===== src/rtl/csr_file_trap_unit.sv =====
// Machine-mode CSR file with ecall/mret trap sequencing and 64-bit cycle/instret counters.
// CSR reads are combinational and forward a same-cycle WB write. Traps produce a one-cycle redirect pulse.
`ifndef XLEN_32b
`define XLEN_32b 1
`endif
`ifndef XLEN_64b
`define XLEN_64b 2
`endif

module csr_file_trap_unit #(
  parameter int          XLEN        = `XLEN_64b,
  parameter logic [63:0] RESET_MTVEC = 64'd0,
  localparam int         DW          = 1 << (XLEN + 4)
) (
  input  logic          i_clk,
  input  logic          i_rst,
  input  logic [11:0]   i_csr_raddr_d,
  output logic [DW-1:0] o_csr_rdata_d,
  input  logic          i_csr_reg_write_w,
  input  logic [11:0]   i_csr_waddr_w,
  input  logic [DW-1:0] i_csr_wdata_w,
  input  logic          i_instr_retire_w,
  input  logic          i_ecall_e,
  input  logic          i_mret_e,
  input  logic [DW-1:0] i_pc_e,
  output logic          o_redirect_valid,
  output logic [DW-1:0] o_redirect_pc,
  output logic          o_mie
);

  localparam logic [11:0] ADDR_MSTATUS   = 12'h300;
  localparam logic [11:0] ADDR_MTVEC     = 12'h305;
  localparam logic [11:0] ADDR_MSCRATCH  = 12'h340;
  localparam logic [11:0] ADDR_MEPC      = 12'h341;
  localparam logic [11:0] ADDR_MCAUSE    = 12'h342;
  localparam logic [11:0] ADDR_MCYCLE    = 12'hB00;
  localparam logic [11:0] ADDR_MINSTRET  = 12'hB02;
  localparam logic [11:0] ADDR_MCYCLEH   = 12'hB80;
  localparam logic [11:0] ADDR_MINSTRETH = 12'hB82;

  typedef enum logic {IDLE, REDIRECT} state_t;

  state_t          state_reg;
  logic            mie_reg, mpie_reg;
  logic [DW-1:0]   mtvec_reg, mscratch_reg, mepc_reg, mcause_reg;
  logic            redirect_valid_reg;
  logic [DW-1:0]   redirect_pc_reg;
  logic [1:0][63:0] cnt_val;

  logic            wr_mstatus, wr_mtvec, wr_mscratch, wr_mepc, wr_mcause;
  logic            ecall_take, mret_take, trap_take, bypass_hit;
  logic [DW-1:0]   wdata_masked, mstatus_view, mtvec_fwd, mepc_fwd, rdata_mux;

  function automatic logic implemented(input logic [11:0] addr);
    case (addr)
      ADDR_MSTATUS, ADDR_MTVEC, ADDR_MSCRATCH, ADDR_MEPC, ADDR_MCAUSE,
      ADDR_MCYCLE, ADDR_MINSTRET:   implemented = 1'b1;
      ADDR_MCYCLEH, ADDR_MINSTRETH: implemented = (DW == 32);
      default:                      implemented = 1'b0;
    endcase
  endfunction

  assign wr_mstatus  = i_csr_reg_write_w && (i_csr_waddr_w == ADDR_MSTATUS);
  assign wr_mtvec    = i_csr_reg_write_w && (i_csr_waddr_w == ADDR_MTVEC);
  assign wr_mscratch = i_csr_reg_write_w && (i_csr_waddr_w == ADDR_MSCRATCH);
  assign wr_mepc     = i_csr_reg_write_w && (i_csr_waddr_w == ADDR_MEPC);
  assign wr_mcause   = i_csr_reg_write_w && (i_csr_waddr_w == ADDR_MCAUSE);

  // Flushed instructions during REDIRECT must not trap again; ecall beats mret.
  assign ecall_take = (state_reg == IDLE) && i_ecall_e;
  assign mret_take  = (state_reg == IDLE) && i_mret_e && !i_ecall_e;
  assign trap_take  = ecall_take || mret_take;

  always_comb begin
    mstatus_view        = '0;
    mstatus_view[12:11] = 2'b11;
    mstatus_view[7]     = mpie_reg;
    mstatus_view[3]     = mie_reg;
  end

  // Value a WB write would actually store, used for both commit and read forwarding.
  always_comb begin
    wdata_masked = i_csr_wdata_w;
    case (i_csr_waddr_w)
      ADDR_MSTATUS: begin
        wdata_masked        = '0;
        wdata_masked[12:11] = 2'b11;
        wdata_masked[7]     = i_csr_wdata_w[7];
        wdata_masked[3]     = i_csr_wdata_w[3];
      end
      ADDR_MTVEC, ADDR_MEPC: wdata_masked = {i_csr_wdata_w[DW-1:2], 2'b00};
      default: ;
    endcase
  end

  assign mtvec_fwd  = wr_mtvec ? wdata_masked : mtvec_reg;
  assign mepc_fwd   = wr_mepc  ? wdata_masked : mepc_reg;
  assign bypass_hit = i_csr_reg_write_w && (i_csr_waddr_w == i_csr_raddr_d) &&
                      implemented(i_csr_raddr_d);

  always_comb begin
    rdata_mux = '0;
    case (i_csr_raddr_d)
      ADDR_MSTATUS:   rdata_mux = mstatus_view;
      ADDR_MTVEC:     rdata_mux = mtvec_reg;
      ADDR_MSCRATCH:  rdata_mux = mscratch_reg;
      ADDR_MEPC:      rdata_mux = mepc_reg;
      ADDR_MCAUSE:    rdata_mux = mcause_reg;
      ADDR_MCYCLE:    rdata_mux = DW'(cnt_val[0]);
      ADDR_MINSTRET:  rdata_mux = DW'(cnt_val[1]);
      ADDR_MCYCLEH:   if (DW == 32) rdata_mux = DW'(cnt_val[0] >> 32);
      ADDR_MINSTRETH: if (DW == 32) rdata_mux = DW'(cnt_val[1] >> 32);
      default: ;
    endcase
    if (bypass_hit) rdata_mux = wdata_masked;
  end

  // Counter 0 is mcycle (always counts), counter 1 is minstret (counts retirements).
  for (genvar gi = 0; gi < 2; gi++) begin : g_counter
    logic [63:0] count_reg;
    logic        wr_lo, wr_hi, inc;

    assign wr_lo = i_csr_reg_write_w && (i_csr_waddr_w == (ADDR_MCYCLE | 12'(2 * gi)));
    assign wr_hi = i_csr_reg_write_w && (DW == 32) &&
                   (i_csr_waddr_w == (ADDR_MCYCLEH | 12'(2 * gi)));
    assign inc   = (gi == 0) ? 1'b1 : i_instr_retire_w;

    always_ff @(posedge i_clk) begin
      if (i_rst) begin
        count_reg <= '0;
      end else if (wr_lo) begin
        if (DW == 32) count_reg <= {count_reg[63:32], i_csr_wdata_w[31:0]};
        else          count_reg <= 64'(i_csr_wdata_w);
      end else if (wr_hi) begin
        count_reg <= {i_csr_wdata_w[31:0], count_reg[31:0]};
      end else if (inc) begin
        count_reg <= count_reg + 64'd1;
      end
    end

    assign cnt_val[gi] = count_reg;
  end

  always_ff @(posedge i_clk) begin
    if (i_rst) begin
      state_reg          <= IDLE;
      redirect_valid_reg <= 1'b0;
      redirect_pc_reg    <= '0;
      mie_reg            <= 1'b0;
      mpie_reg           <= 1'b0;
      mtvec_reg          <= {RESET_MTVEC[DW-1:2], 2'b00};
      mscratch_reg       <= '0;
      mepc_reg           <= '0;
      mcause_reg         <= '0;
    end else begin
      if (wr_mtvec)                begin mtvec_reg    <= wdata_masked; end
      if (wr_mscratch)             begin mscratch_reg <= wdata_masked; end
      if (wr_mepc && !ecall_take)  begin mepc_reg     <= wdata_masked; end
      if (wr_mcause && !ecall_take) begin mcause_reg  <= wdata_masked; end
      if (wr_mstatus && !trap_take) begin
        mie_reg  <= i_csr_wdata_w[3];
        mpie_reg <= i_csr_wdata_w[7];
      end

      case (state_reg)
        IDLE: begin
          redirect_valid_reg <= 1'b0;
          if (ecall_take) begin
            mepc_reg           <= {i_pc_e[DW-1:2], 2'b00};
            mcause_reg         <= DW'(11);
            mpie_reg           <= mie_reg;
            mie_reg            <= 1'b0;
            redirect_pc_reg    <= mtvec_fwd;
            redirect_valid_reg <= 1'b1;
            state_reg          <= REDIRECT;
          end else if (mret_take) begin
            mie_reg            <= mpie_reg;
            mpie_reg           <= 1'b1;
            redirect_pc_reg    <= mepc_fwd;
            redirect_valid_reg <= 1'b1;
            state_reg          <= REDIRECT;
          end
        end
        REDIRECT: begin
          redirect_valid_reg <= 1'b0;
          state_reg          <= IDLE;
        end
        default: state_reg <= IDLE;
      endcase
    end
  end

  assign o_csr_rdata_d    = rdata_mux;
  assign o_redirect_valid = redirect_valid_reg;
  assign o_redirect_pc    = redirect_pc_reg;
  assign o_mie            = mie_reg;

endmodule


===== config.mk =====
export PLATFORM = sky130hd
export DESIGN_NAME = csr_file_trap_unit
export DESIGN_NICKNAME = d
export VERILOG_FILES = /design/src/rtl/csr_file_trap_unit.sv
export SDC_FILE = /design/constraint.sdc
export NUM_CORES = 1
export LEC_CHECK = 0
export ABC_CLOCK_PERIOD_IN_PS = 10500
export CORE_MARGIN = 2
export CORE_UTILIZATION = 30
export CTS_BUF_LIST = sky130_fd_sc_hd__clkbuf_2
export DETAILED_ROUTE_END_ITERATION = 8
export GPL_TIMING_DRIVEN = 0
export PLACE_DENSITY_LB_ADDON = 0.08
export SYNTH_ARGS = -nofsm -noshare
export SYNTH_HDL_FRONTEND = slang
export SYNTH_SLANG_ARGS = --single-unit

===== constraint.sdc =====
create_clock -name i_clk -period 10.5 [get_ports i_clk]
set_input_delay 3.15 -clock i_clk [delete_from_list [all_inputs] [get_ports i_clk]]
set_output_delay 3.15 -clock i_clk [all_outputs]
set_load 0.005 [all_outputs]

[Yosys cells after proc, flatten, opt, wreduce, memory -nomap -nowiden]
Index checks and enable logic that the tools add are counted.
Operators by class
  $add $sub $neg: 2
  reductions and logical operators: 24
  multiplexer cells: 28
  eq/ne operators: 15
  bitwise logic cells: 1
Operator list (number)
  64-bit 2-to-1 mux: 14
  64-bit one-hot mux with 7 select lines: 1
  64-bit by 1-bit adder with 64-bit output, second input constant: 2
  64-bit one-hot mux with 2 select lines: 1
  12-bit by 10-bit equality test with 1-bit output, second input constant: 10
  12-bit equality test, second input constant: 4
  1-bit logical AND: 15
  12-bit equality test: 1
  1-bit 2-to-1 mux: 11
  7-bit OR reduction: 1
  2-bit nonzero test: 2
  1-bit zero test: 3
  1-bit one-hot mux with 2 select lines: 1
  2-bit AND reduction: 1
  2-bit OR reduction: 1
  1-bit logical OR: 1
  1-bit NOT: 1
Storage, ports and cells
  word-level logic and storage cells: 80
  flip-flop bits (word level): 451
  bits of input ports: 158
  output and inout bits: 130

[Logic depth before layout (Yosys ltp)]
  depth after elaboration: 10
  gate-level depth with buffers: 10
  depth with buffers taken out: 7

[Worst setup path after synthesis]
OpenSTA, ideal clock, no wires.
  path kind: input to output
  from: input port i_csr_raddr_d[5]
  to: output port o_csr_rdata_d[41]
  path buffers: 3
  slack: 2329 ps
  required time: 7350 ps
  cell stages on the path: 9
  arrival time: 5021 ps
  path through: or2_1 > or2_2 > buf_4 > or3_1 > buf_2 > buf_4 > nor2_1 > a221oi_1 > a221oi_1
On the way
  word-level cells in the longest chain between the ends: 5
  elaborated cells between the ends (all ways): 14
  classes of those cells: eq/ne: 8; mux: 3; reduce/logical: 3
RTL lines
  from (decl): RTL line 17  | input logic [11:0] i_csr_raddr_d,
  12-bit equality test or 12-bit by 10-bit equality test with 1-bit output (tied branches): RTL line 55, 103
  7-bit OR reduction: RTL line 55  | case (addr)
  1-bit 2-to-1 mux: RTL line 55
  1-bit logical AND: RTL line 98  | assign bypass_hit = i_csr_reg_write_w && (i_csr_waddr_w == i_csr_raddr_d) &&
  64-bit 2-to-1 mux (*): RTL line 115  | if (bypass_hit) rdata_mux = wdata_masked;
  to (decl): RTL line 18  | output logic [DW-1:0] o_csr_rdata_d,
Mark *: on every way between the ends. The rest lies on a longest branch, timed or not.

[Worst setup path in the final report]
  from: input port i_csr_raddr_d[2]
  to: output port o_csr_rdata_d[62]
Same word-level chain as after synthesis.

==> reports/qor.csv <==
stage,metric,value,unit
timing,pin slew with the least headroom to its limit,1.53,ns
timing,Slew headroom,-2.25,%
logic_synthesis,Yosys top cell area share,38.3,%
status,failing checks,"max-capacitance violations, max-slew violations, negative setup slack",
timing,final setup vio count,5,
power,switching share of power,32.5,%
logic_synthesis,asr flop ratio synth,0,%
worst_hold_path,class of the worst hold path,flop to flop,
die,Die Wd,284,um
clocking,Clock transition at path regs,0.09,ns
logic_synthesis,synth top area cells,"dfxtp_1 (38%), nor2_1 (7.9%), a211oi_1 (6.4%), a21oi_1 (5.8%), clkbuf_1 (4.0%)",
power,Pwr Density,126,nW/um^2
logic_synthesis,number of synthesized flops with an enable pin,0,
timing,fin. max-slew vios,10,
routing,Starting DRT DRC Count,3614,
die,row cnt,102,
logic_synthesis,syn_area_per_cell,7.99,um^2
cells_and_area,Fillers,8434,
cells_and_area,design area,28900,um^2
logic_synthesis,synthesis-stage register bit count,451,
timing,fin crit share,101,%
worst_hold_path,Hold Path Depth,2,
worst_hold_path,min-delay src,o_redirect_pc[0],
cells_and_area,Area Overhead vs Synth,22.9,%
routing,Routed Antenna Nets,0,
timing,top achievable clock speed,0.0947,GHz
place,placed inst area,27600,um^2
worst_setup_path,FF-to-FF setup slack,6.30,ns
place,count of input and output buffers,262,
routing,vias per cell,6.15,
timing,min Tclk post-route,10.56,ns
worst_setup_path,CP Capture Type,primary output,
global_route,grt ovf,0,
timing,clk_skew,0.0913,ns
logic_synthesis,Syn. warnings,0,
die,Die ar.,80800,um^2
place,DP HPWL,112000,um
cells_and_area,nets,3523,
clocking,CTS buffer count,141,
logic_synthesis,register area share after synthesis,38.3,%
power,Peak supply drop,0.0713,mV
clocking,CTS tree,yes,
logic_synthesis,Synth Instances,2947,
timing,Final Worst Setup Slack,-0.0621,ns
clocking,CTS Buffer Depth,3,
clocking,CTS sink count,451,
logic_synthesis,largest area contributor in the netlist,dfxtp_1,
place,Setup WS pre-CTS,-0.504,ns
logic_synthesis,Post-Syn Area,23500,um^2
worst_setup_path,reg-to-reg endpoint,g_counter[1].count_reg[34],
worst_setup_path,Worst setup SP type,primary input,
status,status,finished with violations,
global_route,Tot GR Track Use,36.4,%
routing,DRT Pass-1 Iters,9,
routing,Routed wire per std cell,33.8,um
global_route,largest net degree at the start of global routing,17,
power,Combinational Power Share,10.3,%
worst_setup_path,worst path arrival time,7.41,ns
timing,unrepaired setup endpoints after global routing,no,
worst_setup_path,worst reg2reg path startpoint,g_counter[1].count_reg[0],
logic_synthesis,Synth Flop Type,dfxtp_1,
clocking,clk_lat worst skew,1.41,ns
routing,Post-Route WL,152000,um
worst_setup_path,worst-case reg-to-reg path depth,7,
clocking,H-tree Lvls,4,
timing,Fin. Hold Viols,0,
logic_synthesis,Yosys cell types,66,
cells_and_area,"most common cell after layout, fill and taps aside",nor2_1,
worst_hold_path,Hold Path Sink,o_redirect_pc[0],
worst_setup_path,WS Path Type,primary input to primary output,
cells_and_area,share of cells above drive strength 1,9.18,%
power,part of the power in registers,48.4,%
global_route,vias in the first global route,26400,
die,I/O pins,288,
cells_and_area,max reg flops,128,
global_route,first-pass GRT wire length,208000,um
flow_run,Max Cap Violations,2,
power,clock power share,41.3,%
cells_and_area,"commonest cells after routing, fill and taps aside","nor2_1 (495), dfxtp_1 (451), a21oi_1 (273)",
clocking,CTS Hold Buffers Added,0,
cells_and_area,FF+latch area,9030,um^2
logic_synthesis,Mapped Nets,3107,
cells_and_area,area occupied by multi-input gates,13300,um^2
die,Core Box Area,77600,um^2
timing,worst hold slack,0.456,ns
die,die height,284,um
power,Leakage Power,9.31,nW
die,Starting Density,30.3,%
global_route,number of antenna violations at the first check in global routing,7,
cells_and_area,post-layout util,37.3,%
clocking,clock root buffer master,clkbuf_2,
power,Pint,2.46,mW
power,sw power,1.18,mW
place,gpl congestion,1.00,
routing,via count,27700,
routing,drt drc,0,
worst_setup_path,CP Max Fanout,10,
worst_setup_path,CP required,7.35,ns
-- synth_stat cells, types with 3 or more instances --
library cell / count
nor3_1: 32
nand2_1: 201
or3_1: 25
dfxtp_1: 451
o41a_1: 27
xor2_1: 63
or2_2: 6
o21ai_0: 50
nor2_1: 497
o22a_1: 3
a211oi_1: 201
a32oi_1: 60
a221oi_1: 65
a22o_1: 75
buf_1: 12
nand3_1: 146
a31oi_1: 34
nor4_1: 8
a311oi_1: 22
nor3_2: 6
nand2b_1: 39
and3_1: 30
mux2i_1: 71
xnor2_1: 54
a22oi_1: 49
clkbuf_1: 250
a211oi_2: 3
nand4_1: 48
a21oi_1: 273
and2_1: 4
nor3b_1: 3
a222oi_1: 24
and4_2: 3
buf_2: 19
buf_4: 5
nor4_4: 3
buf_6: 6
and4_1: 15
inv_1: 14
nor2b_1: 10
-- final cells by class --
class / count / share of cell area (%)
multi-input combinational: 2186 / 45.9
sequential: 451 / 31.2
timing repair buffer: 274 / 9.59
tap: 1040 / 4.50
buffer: 295 / 4.27
clock buffer: 202 / 3.49
clock inverter: 30 / 0.787
inverter: 14 / 0.182
antenna: 10 / 0.0865
-- layer usage --
layer  part of all wire (%)  up-vias  GRT usage (%)
met3                    9.5      389           8.83
met5                 0.0059        -              0
met4                    6.4        2           21.2
met2                     44     1733           56.2
met1                     40    13800           46.0
li1                       -    11800              -
-- worst max-delay path by stage --
stage          slack (ns)  cells past startpoint                end        startpoint
2_1_floorplan        2.33                      9  o_csr_rdata_d[41]  i_csr_raddr_d[5]
3_3_place_gp        -1.09                      8  o_csr_rdata_d[62]  i_csr_raddr_d[2]
3_5_place_dp        -0.50                      8  o_csr_rdata_d[31]  i_csr_raddr_d[2]
4_1_cts             -0.10                      8  o_csr_rdata_d[31]  i_csr_raddr_d[2]
5_1_grt              0.03                      9   o_csr_rdata_d[4]  i_csr_raddr_d[7]
6_report            -0.06                      8  o_csr_rdata_d[62]  i_csr_raddr_d[2]
-- kinds of logic (layout without fill, tap and decap cells) --
logic type / count (synthesis) / after routing / synth area share [%]
fa+ha+maj: 2 / 2 / 0.106
simple gates: 1100 / 1100 / 21.8
buf+inv: 310 / 815 / 5.40
compound gates: 895 / 895 / 26.9
mux: 72 / 72 / 3.07
flops: 451 / 451 / 38.3
xor+xnor: 117 / 117 / 4.35
other cells: 0 / 10 / 0
-- worst max-delay path: stages --
cell             delay [ns]
clkdlybuf4s50_1        0.60
xnor2_1                0.16
nand4_1                0.22
nor4_4                 0.71
clkbuf_1               0.70
buf_1                  0.99
a211oi_1               0.31
clkdlybuf4s50_1        0.55
-- through the flow --
stage | power, mW | TNS, ns | std cells
3_3_place_gp | 2.15 | -32.59 | 4249
4_1_cts | 3.63 | -0.105 | 4487
2_1_floorplan | 1.93 | 0 | 2947
3_5_place_dp | 2.16 | -4.97 | 4255
6_report | 3.64 | -0.170 | 4502
5_1_grt | 3.75 | 0 | 4495
-- power by group through the flow --
stage / Clock (mW) / Sequential, mW / Combinational [mW]
2_1_floorplan: 0 / 1.79 / 0.142
3_3_place_gp: 0 / 1.80 / 0.355
3_5_place_dp: 0 / 1.80 / 0.362
4_1_cts: 1.51 / 1.76 / 0.363
5_1_grt: 1.60 / 1.76 / 0.383
6_report: 1.50 / 1.76 / 0.375
-- timing repair --
action / in CTS / in global routing
buffers inserted: 0 / 6
gates resized for setup: 11 / 7
pin swaps: 0 / 2
endpoints found under the setup margin: 32 / 13
(Power assumes the default switching activity.)
